$ cat src/rtl/router_pkg.sv
`default_nettype none
// +--------------------------------------------------------------------+
// | router_pkg                                                         |
// | Shared defaults and header field helpers for the router FIFOs.     |
// | Revision: 1.0                                                      |
// +--------------------------------------------------------------------+
package router_pkg;

  localparam int DEF_DATA_WIDTH = 8;
  localparam int DEF_ADDR_BITS  = 2;
  localparam int LEN_W          = DEF_DATA_WIDTH - DEF_ADDR_BITS;

  // Header layout is {length, address}; widths are passed in so any instance size can share these.
  function automatic logic [31:0] hdr_len(input logic [31:0] hdr, input int addr_bits);
    return hdr >> addr_bits;
  endfunction

  function automatic logic [31:0] hdr_addr(input logic [31:0] hdr, input int addr_bits);
    return hdr & ((32'd1 << addr_bits) - 32'd1);
  endfunction

endpackage
`default_nettype wire

$ cat src/rtl/router_fifo_mem.sv
`default_nettype none
// +--------------------------------------------------------------------+
// | router_fifo_mem                                                    |
// | DEPTH x WIDTH storage, one sync write port, one registered read.   |
// | Revision: 1.0                                                      |
// +--------------------------------------------------------------------+
module router_fifo_mem #(
  parameter int WIDTH = 9,
  parameter int DEPTH = 16,
  parameter int AW    = $clog2(DEPTH)
) (
  input  logic             clk,
  input  logic             i_we,
  input  logic [AW-1:0]    i_waddr,
  input  logic [WIDTH-1:0] i_wdata,
  input  logic [AW-1:0]    i_raddr,
  output logic [WIDTH-1:0] o_rdata
);

  logic [WIDTH-1:0] r_mem [DEPTH];
  logic [WIDTH-1:0] r_rdata;

  // Write-to-read bypass keeps the registered head entry coherent when the slot is written this cycle.
  always_ff @(posedge clk) begin
    if (i_we) begin
      r_mem[i_waddr] <= i_wdata;
    end
    if (i_we && (i_waddr == i_raddr)) begin
      r_rdata <= i_wdata;
    end else begin
      r_rdata <= r_mem[i_raddr];
    end
  end

  assign o_rdata = r_rdata;

endmodule
`default_nettype wire

$ cat src/rtl/router_pkt_fifo.sv
`default_nettype none
// +--------------------------------------------------------------------+
// | router_pkt_fifo                                                    |
// | Packet-aware output FIFO with length tracking and status flags.    |
// | Revision: 1.0                                                      |
// +--------------------------------------------------------------------+
module router_pkt_fifo
  import router_pkg::*;
#(
  parameter int DATA_WIDTH = DEF_DATA_WIDTH,
  parameter int DEPTH      = 16,
  parameter int ADDR_BITS  = DEF_ADDR_BITS,
  parameter int AF_THRESH  = DEPTH - 2
) (
  input  logic                    clock,
  input  logic                    resetn,
  input  logic                    soft_reset,
  input  logic                    write_enb,
  input  logic                    read_enb,
  input  logic                    lfd_state,
  input  logic [DATA_WIDTH-1:0]   data_in,
  output logic [DATA_WIDTH-1:0]   data_out,
  output logic                    data_valid,
  output logic                    full,
  output logic                    empty,
  output logic                    almost_full,
  output logic [$clog2(DEPTH):0]  fill_level,
  output logic                    pkt_busy,
  output logic                    overflow_err,
  output logic                    framing_err
);

  localparam int               c_aw      = $clog2(DEPTH);
  localparam int               c_len_w   = DATA_WIDTH - ADDR_BITS;
  localparam int               c_ent_w   = DATA_WIDTH + 1;
  localparam logic [c_aw:0]    c_af      = (c_aw + 1)'(AF_THRESH);
  localparam logic [c_aw:0]    c_ptr_one = (c_aw + 1)'(1);
  localparam logic [c_len_w:0] c_cnt_one = (c_len_w + 1)'(1);

  logic [c_aw:0]           r_wr_ptr;
  logic [c_aw:0]           r_rd_ptr;
  logic [c_aw:0]           r_fill;
  logic                    r_full;
  logic                    r_empty;
  logic                    r_af;
  logic [c_len_w:0]        r_cnt;
  logic [DATA_WIDTH-1:0]   r_dout;
  logic                    r_dv;
  logic                    r_ovf;
  logic                    r_ferr;

  logic                    w_wr_acc;
  logic                    w_rd_acc;
  logic [c_aw:0]           w_wr_ptr_nxt;
  logic [c_aw:0]           w_rd_ptr_nxt;
  logic [c_aw:0]           w_fill_nxt;
  logic [c_ent_w-1:0]      w_head;
  logic [c_len_w-1:0]      w_len;
  logic [c_len_w:0]        w_cnt_nxt;

  always_comb begin
    w_wr_acc     = write_enb && !r_full;
    w_rd_acc     = read_enb && !r_empty;
    w_wr_ptr_nxt = w_wr_acc ? (r_wr_ptr + c_ptr_one) : r_wr_ptr;
    w_rd_ptr_nxt = w_rd_acc ? (r_rd_ptr + c_ptr_one) : r_rd_ptr;
    w_fill_nxt   = w_wr_ptr_nxt - w_rd_ptr_nxt;
    w_len        = c_len_w'(hdr_len(32'(w_head[DATA_WIDTH-1:0]), ADDR_BITS));
    // A header always restarts the count: payload bytes plus the trailing parity byte.
    w_cnt_nxt    = r_cnt;
    if (w_rd_acc) begin
      if (w_head[DATA_WIDTH]) begin
        w_cnt_nxt = {1'b0, w_len} + c_cnt_one;
      end else if (r_cnt != '0) begin
        w_cnt_nxt = r_cnt - c_cnt_one;
      end
    end
  end

  // Read address runs one step ahead so the registered output always holds the head entry.
  router_fifo_mem #(
    .WIDTH (c_ent_w),
    .DEPTH (DEPTH),
    .AW    (c_aw)
  ) u_mem (
    .clk     (clock),
    .i_we    (w_wr_acc && !soft_reset),
    .i_waddr (r_wr_ptr[c_aw-1:0]),
    .i_wdata ({lfd_state, data_in}),
    .i_raddr (w_rd_ptr_nxt[c_aw-1:0]),
    .o_rdata (w_head)
  );

  always_ff @(posedge clock or negedge resetn) begin
    if (!resetn) begin
      r_wr_ptr <= '0;
      r_rd_ptr <= '0;
      r_fill   <= '0;
      r_full   <= 1'b0;
      r_empty  <= 1'b1;
      r_af     <= 1'b0;
      r_cnt    <= '0;
      r_dout   <= '0;
      r_dv     <= 1'b0;
      r_ovf    <= 1'b0;
      r_ferr   <= 1'b0;
    end else if (soft_reset) begin
      r_wr_ptr <= '0;
      r_rd_ptr <= '0;
      r_fill   <= '0;
      r_full   <= 1'b0;
      r_empty  <= 1'b1;
      r_af     <= 1'b0;
      r_cnt    <= '0;
      r_dout   <= '0;
      r_dv     <= 1'b0;
      r_ovf    <= 1'b0;
      r_ferr   <= 1'b0;
    end else begin
      r_wr_ptr <= w_wr_ptr_nxt;
      r_rd_ptr <= w_rd_ptr_nxt;
      r_fill   <= w_fill_nxt;
      r_full   <= (w_wr_ptr_nxt[c_aw] != w_rd_ptr_nxt[c_aw]) &&
                  (w_wr_ptr_nxt[c_aw-1:0] == w_rd_ptr_nxt[c_aw-1:0]);
      r_empty  <= (w_wr_ptr_nxt == w_rd_ptr_nxt);
      r_af     <= (w_fill_nxt >= c_af);
      r_cnt    <= w_cnt_nxt;
      r_dv     <= w_rd_acc;
      if (w_rd_acc) begin
        r_dout <= w_head[DATA_WIDTH-1:0];
      end else if (r_cnt == '0) begin
        r_dout <= '0;
      end
      if (write_enb && r_full) begin
        r_ovf <= 1'b1;
      end
      if (w_rd_acc && !w_head[DATA_WIDTH] && (r_cnt == '0)) begin
        r_ferr <= 1'b1;
      end
    end
  end

  assign data_out     = r_dout;
  assign data_valid   = r_dv;
  assign full         = r_full;
  assign empty        = r_empty;
  assign almost_full  = r_af;
  assign fill_level   = r_fill;
  assign pkt_busy     = (r_cnt != '0);
  assign overflow_err = r_ovf;
  assign framing_err  = r_ferr;

endmodule
`default_nettype wire

$ cat config.mk
export PLATFORM = sky130hd
export DESIGN_NAME = router_pkt_fifo
export DESIGN_NICKNAME = d
export VERILOG_FILES = /design/src/rtl/router_pkg.sv /design/src/rtl/router_fifo_mem.sv /design/src/rtl/router_pkt_fifo.sv
export SDC_FILE = /design/constraint.sdc
export NUM_CORES = 1
export LEC_CHECK = 0
export BUFFER_PORTS_ARGS = -buffer_cell sky130_fd_sc_hd__clkbuf_2
export CORE_ASPECT_RATIO = 0.75
export CORE_MARGIN = 2
export CORE_UTILIZATION = 50
export CTS_CLUSTER_DIAMETER = 60
export DETAILED_ROUTE_END_ITERATION = 10
export GPL_TIMING_DRIVEN = 0
export PLACE_DENSITY = 0.67
export REMOVE_ABC_BUFFERS = 1
export SLEW_MARGIN = 25
export SYNTH_ARGS = -nofsm -noshare
export SYNTH_HDL_FRONTEND = slang
export SYNTH_HIERARCHICAL = 1
export SYNTH_SLANG_ARGS = --single-unit
$ cat constraint.sdc
create_clock -name clock -period 5.15 [get_ports clock]
set_input_delay 0.2575 -clock clock [delete_from_list [all_inputs] [get_ports clock]]
set_output_delay 0.2575 -clock clock [all_outputs]
set_load 0.02 [all_outputs]
==> results.md <==
* Status: completed
* R2R Setup Slk at 2.29 ns
* WP data arrival at 3.18 ns
* Global route overflow at 0
* Max Cap Viol at 0
* CTS max path bufs at 2
* Design Area, Final at 8630 µm²
* LEAKAGE at 3.12 nW
* N_diodes at 0
* Die Height at 111 µm
* Switching share of power at 24.7%
* Synth Cell Area at 7640 µm²
* Tcrit/Tclk final at 55.6%
* Largest net degree at the start of global routing at 37
* Setup CP Type: flop to flop
* Core area at 15100 µm²
* Postcts setup bufs at 0
* Detail Route Antenna Nets at 0
* Share of the synthesized area in the top cell type at 56.6%
* I/O Pins at 34
* GP Congestion at 0.775
* Type of origin of the critical path: flop
* Actual slew at the worst max-slew pin at 1.08 ns
* CTS Buf Count at 17
* Post-layout min period at 2.86 ns
* Syn Inst Count at 428
* Initial antenna violation count at 0
* Comb pwr share at 16.4%
* Fin nets at 495
* Cell variety after synth at 54
* Synthesis-to-layout area growth at 13.0%
* F_max at 350 MHz
* Synth Flop Type: edfxtp_1
* RSZ-0062 raised after global routing: no
* Internal at 2.66 mW
* Flops & latches, synth at 184
* Largest area contributor in the netlist: edfxtp_1
* Synth warnings at 6
* Die X at 147 µm
* Syn Area/Cell at 17.8 µm²
* WP data required at 5.47 ns
* Total Wirelength at 15200 µm
* Vias in the first global route at 4002
* Worst-Skew Late Latency at 0.43 ns
* GRT Resource Usage Total at 20.1%
* CTS tree: done
* Cts repair resizes at 0
* Placed Area at 8050 µm²
* Seq/Total Area, Yosys at 69.5%
* Pwr dens at 409 nW/µm²
* Sequential Power Share at 47.8%
* Die area at 16300 µm²
* First-pass iteration count of the detailed router at 5
* Hold path start: write_enb
* IO buf count at 33
* Hold Buf Count CTS at 1
* Clk network pwr share at 35.9%
* Final HPWL DP at 9660 µm
* FP Rows at 39
* # fillers at 1130
* VDD IR max at 0.000273 V
* First-pass GRT wire length at 23800 µm
* Final setup vio count at 0
* Min-delay worst type: primary input to flop
* Hold Crit Depth at 3
* Final Slew Violations at 0
* Reg clk slew, reported paths at 0.06 ns
* Switch Pwr at 0.872 mW
* Clk_skew at 0.0139 ns
* Share of layout cells above drive strength 1 at 22.0%
* WL/cell at 22.1 µm
* Final std cells w/o fill at 687
* Starting DRT DRC Count at 388
* Worst reg2reg path depth at 10
* Initial core utilization at 50.7%
* Synth top area cells: edfxtp_1 57%, dfrtp_1 11%, mux4_2 6.2%, mux4_1 5.2%, a22oi_1 1.8%
* Final Hold Viols at 0
* Hold path endpoint: overflow_err
* Setup_tns at 0 ns
* Max-slew headroom at 27.9%
* Clk root buf: clkbuf_16
* Vias at 3941
* Total power at 3.53 mW
* Crit Path Max Fanout at 35
* Clock sinks at 184
* Async SR Flop Fraction at 19.6%
* Number of flops mapped to enable cells by yosys at 144
* # DRC at 0
* Vias/cell at 5.74
* Critical Path Sink Type: flop
* H-tree levels at 4
* Terminus of the critical flop-to-flop path: r_cnt[4]
* Cell count after placement at 656
worst max path at each step:
stage               start        to  slack (ns)  depth (start not counted)
finish               flop  r_cnt[4]        2.29                         10
global placement     flop  r_cnt[4]        0.84                          9
floorplan            flop  r_cnt[4]        1.89                          9
CTS                  flop  r_cnt[4]        2.33                         10
global route         flop  r_cnt[4]        2.18                         10
detailed placement   flop  r_cnt[4]        2.35                         10
cell type report:
cell class | count | area [µm²] | share of cell area [%]
Clock buffer | 19 | 433 | 5.02
Clock inverter | 11 | 133 | 1.54
Inverter | 9 | 33.8 | 0.391
Multi-Input combinational cell | 219 | 2200 | 25.5
Sequential cell | 184 | 5310 | 61.5
Tap cell | 205 | 256 | 2.97
Timing Repair Buffer | 40 | 264 | 3.06
cell families after synthesis:
kind of cell	share of synthesized area, %
AO/OA/AOI/OAI	4.73
XOR/XNOR	2.92
adder cells (fa/ha/maj)	1.74
buffers and inverters	2.10
flip-flops	69.5
multiplexers	11.7
AND/OR/NAND/NOR	7.29
Yosys cell counts, types with 2 or more instances:
| cell type | n |
|---|---|
| a21oi_1 | 4 |
| nand3_1 | 6 |
| and3_1 | 3 |
| o21ai_0 | 5 |
| inv_1 | 9 |
| nand2b_1 | 5 |
| a22oi_1 | 18 |
| dfrtp_1 | 35 |
| xor2_2 | 2 |
| xnor2_1 | 10 |
| nand4_1 | 3 |
| mux4_1 | 15 |
| o21a_1 | 3 |
| nor2b_4 | 2 |
| dfxtp_1 | 4 |
| nor3_1 | 11 |
| nand3b_1 | 5 |
| nor2_1 | 32 |
| nand4_4 | 2 |
| edfxtp_1 | 144 |
| buf_2 | 3 |
| clkbuf_1 | 5 |
| mux2i_1 | 3 |
| ha_1 | 9 |
| buf_6 | 3 |
| a22o_1 | 12 |
| nor2b_1 | 3 |
| mux4_2 | 21 |
| nand2_1 | 18 |
| xor2_1 | 6 |
| and2_1 | 4 |
critical path, stage by stage, from the launching register on:
cell and delay (ns):
dfxtp_4 0.37, buf_16 0.27, mux4_1 0.61, a22oi_1 0.39, nand2_1 0.23, ha_1 0.29, nand3_1 0.14, xnor2_1 0.08
nand2_1 0.06, o21ai_0 0.09, a22o_1 0.20
layer usage:
| layer | GRT usage, % | up-vias | wire [µm] |
|---|---|---|---|
| met5 | 0 | - | 0 |
| met4 | 5.50 | 0 | 130 |
| met3 | 5.60 | 8 | 854 |
| met2 | 29.2 | 117 | 7080 |
| met1 | 30.3 | 2034 | 7120 |
| li1 | - | 1782 | - |
stage by stage:
stage               setup slack [ns]  hold slack [ns]  utilization [%]
floorplan                       1.89          -0.0381                -
global placement               0.838            0.425             52.6
detailed placement              2.35            0.436             53.4
CTS                             2.33            0.142             57.2
global route                    2.18            0.179             57.2
finish                          2.29            0.148             57.2
placed cells by master (no fill, tap or decap), types with 6 or more instances in the layout:
master     synthesis  layout
xor2_1             6       6
nand2_1           18      18
inv_1              9       9
xnor2_1           10      10
a22o_1            12      12
clkbuf_16          0      17
mux4_2            21      21
nand3_1            6       6
clkbuf_2           0      32
ha_1               9       9
edfxtp_1         144     144
a22oi_1           18      18
nor2_1            32      29
dfrtp_1           35      35
mux4_1            15      15
nor3_1            11       7
power by group through the flow:
stage	clock network (mW)	logic [mW]	registers, mW
global placement	0	0.495	1.77
CTS	1.29	0.580	1.69
global route	1.36	0.630	1.69
detailed placement	0	0.574	1.72
floorplan	0	0.344	1.77
finish	1.27	0.578	1.69
flip-flops by register name, indices dropped and copies added, names as in the netlist, named ones only:
signal,cells
almost_full,1
empty,1
r_wr_ptr,5
r_rd_ptr,5
u_mem/r_mem,144
data_out,8
data_valid,1
r_cnt,7
framing_err,1
full,1
fill_level,5
overflow_err,1
(Power assumes the default switching activity.)
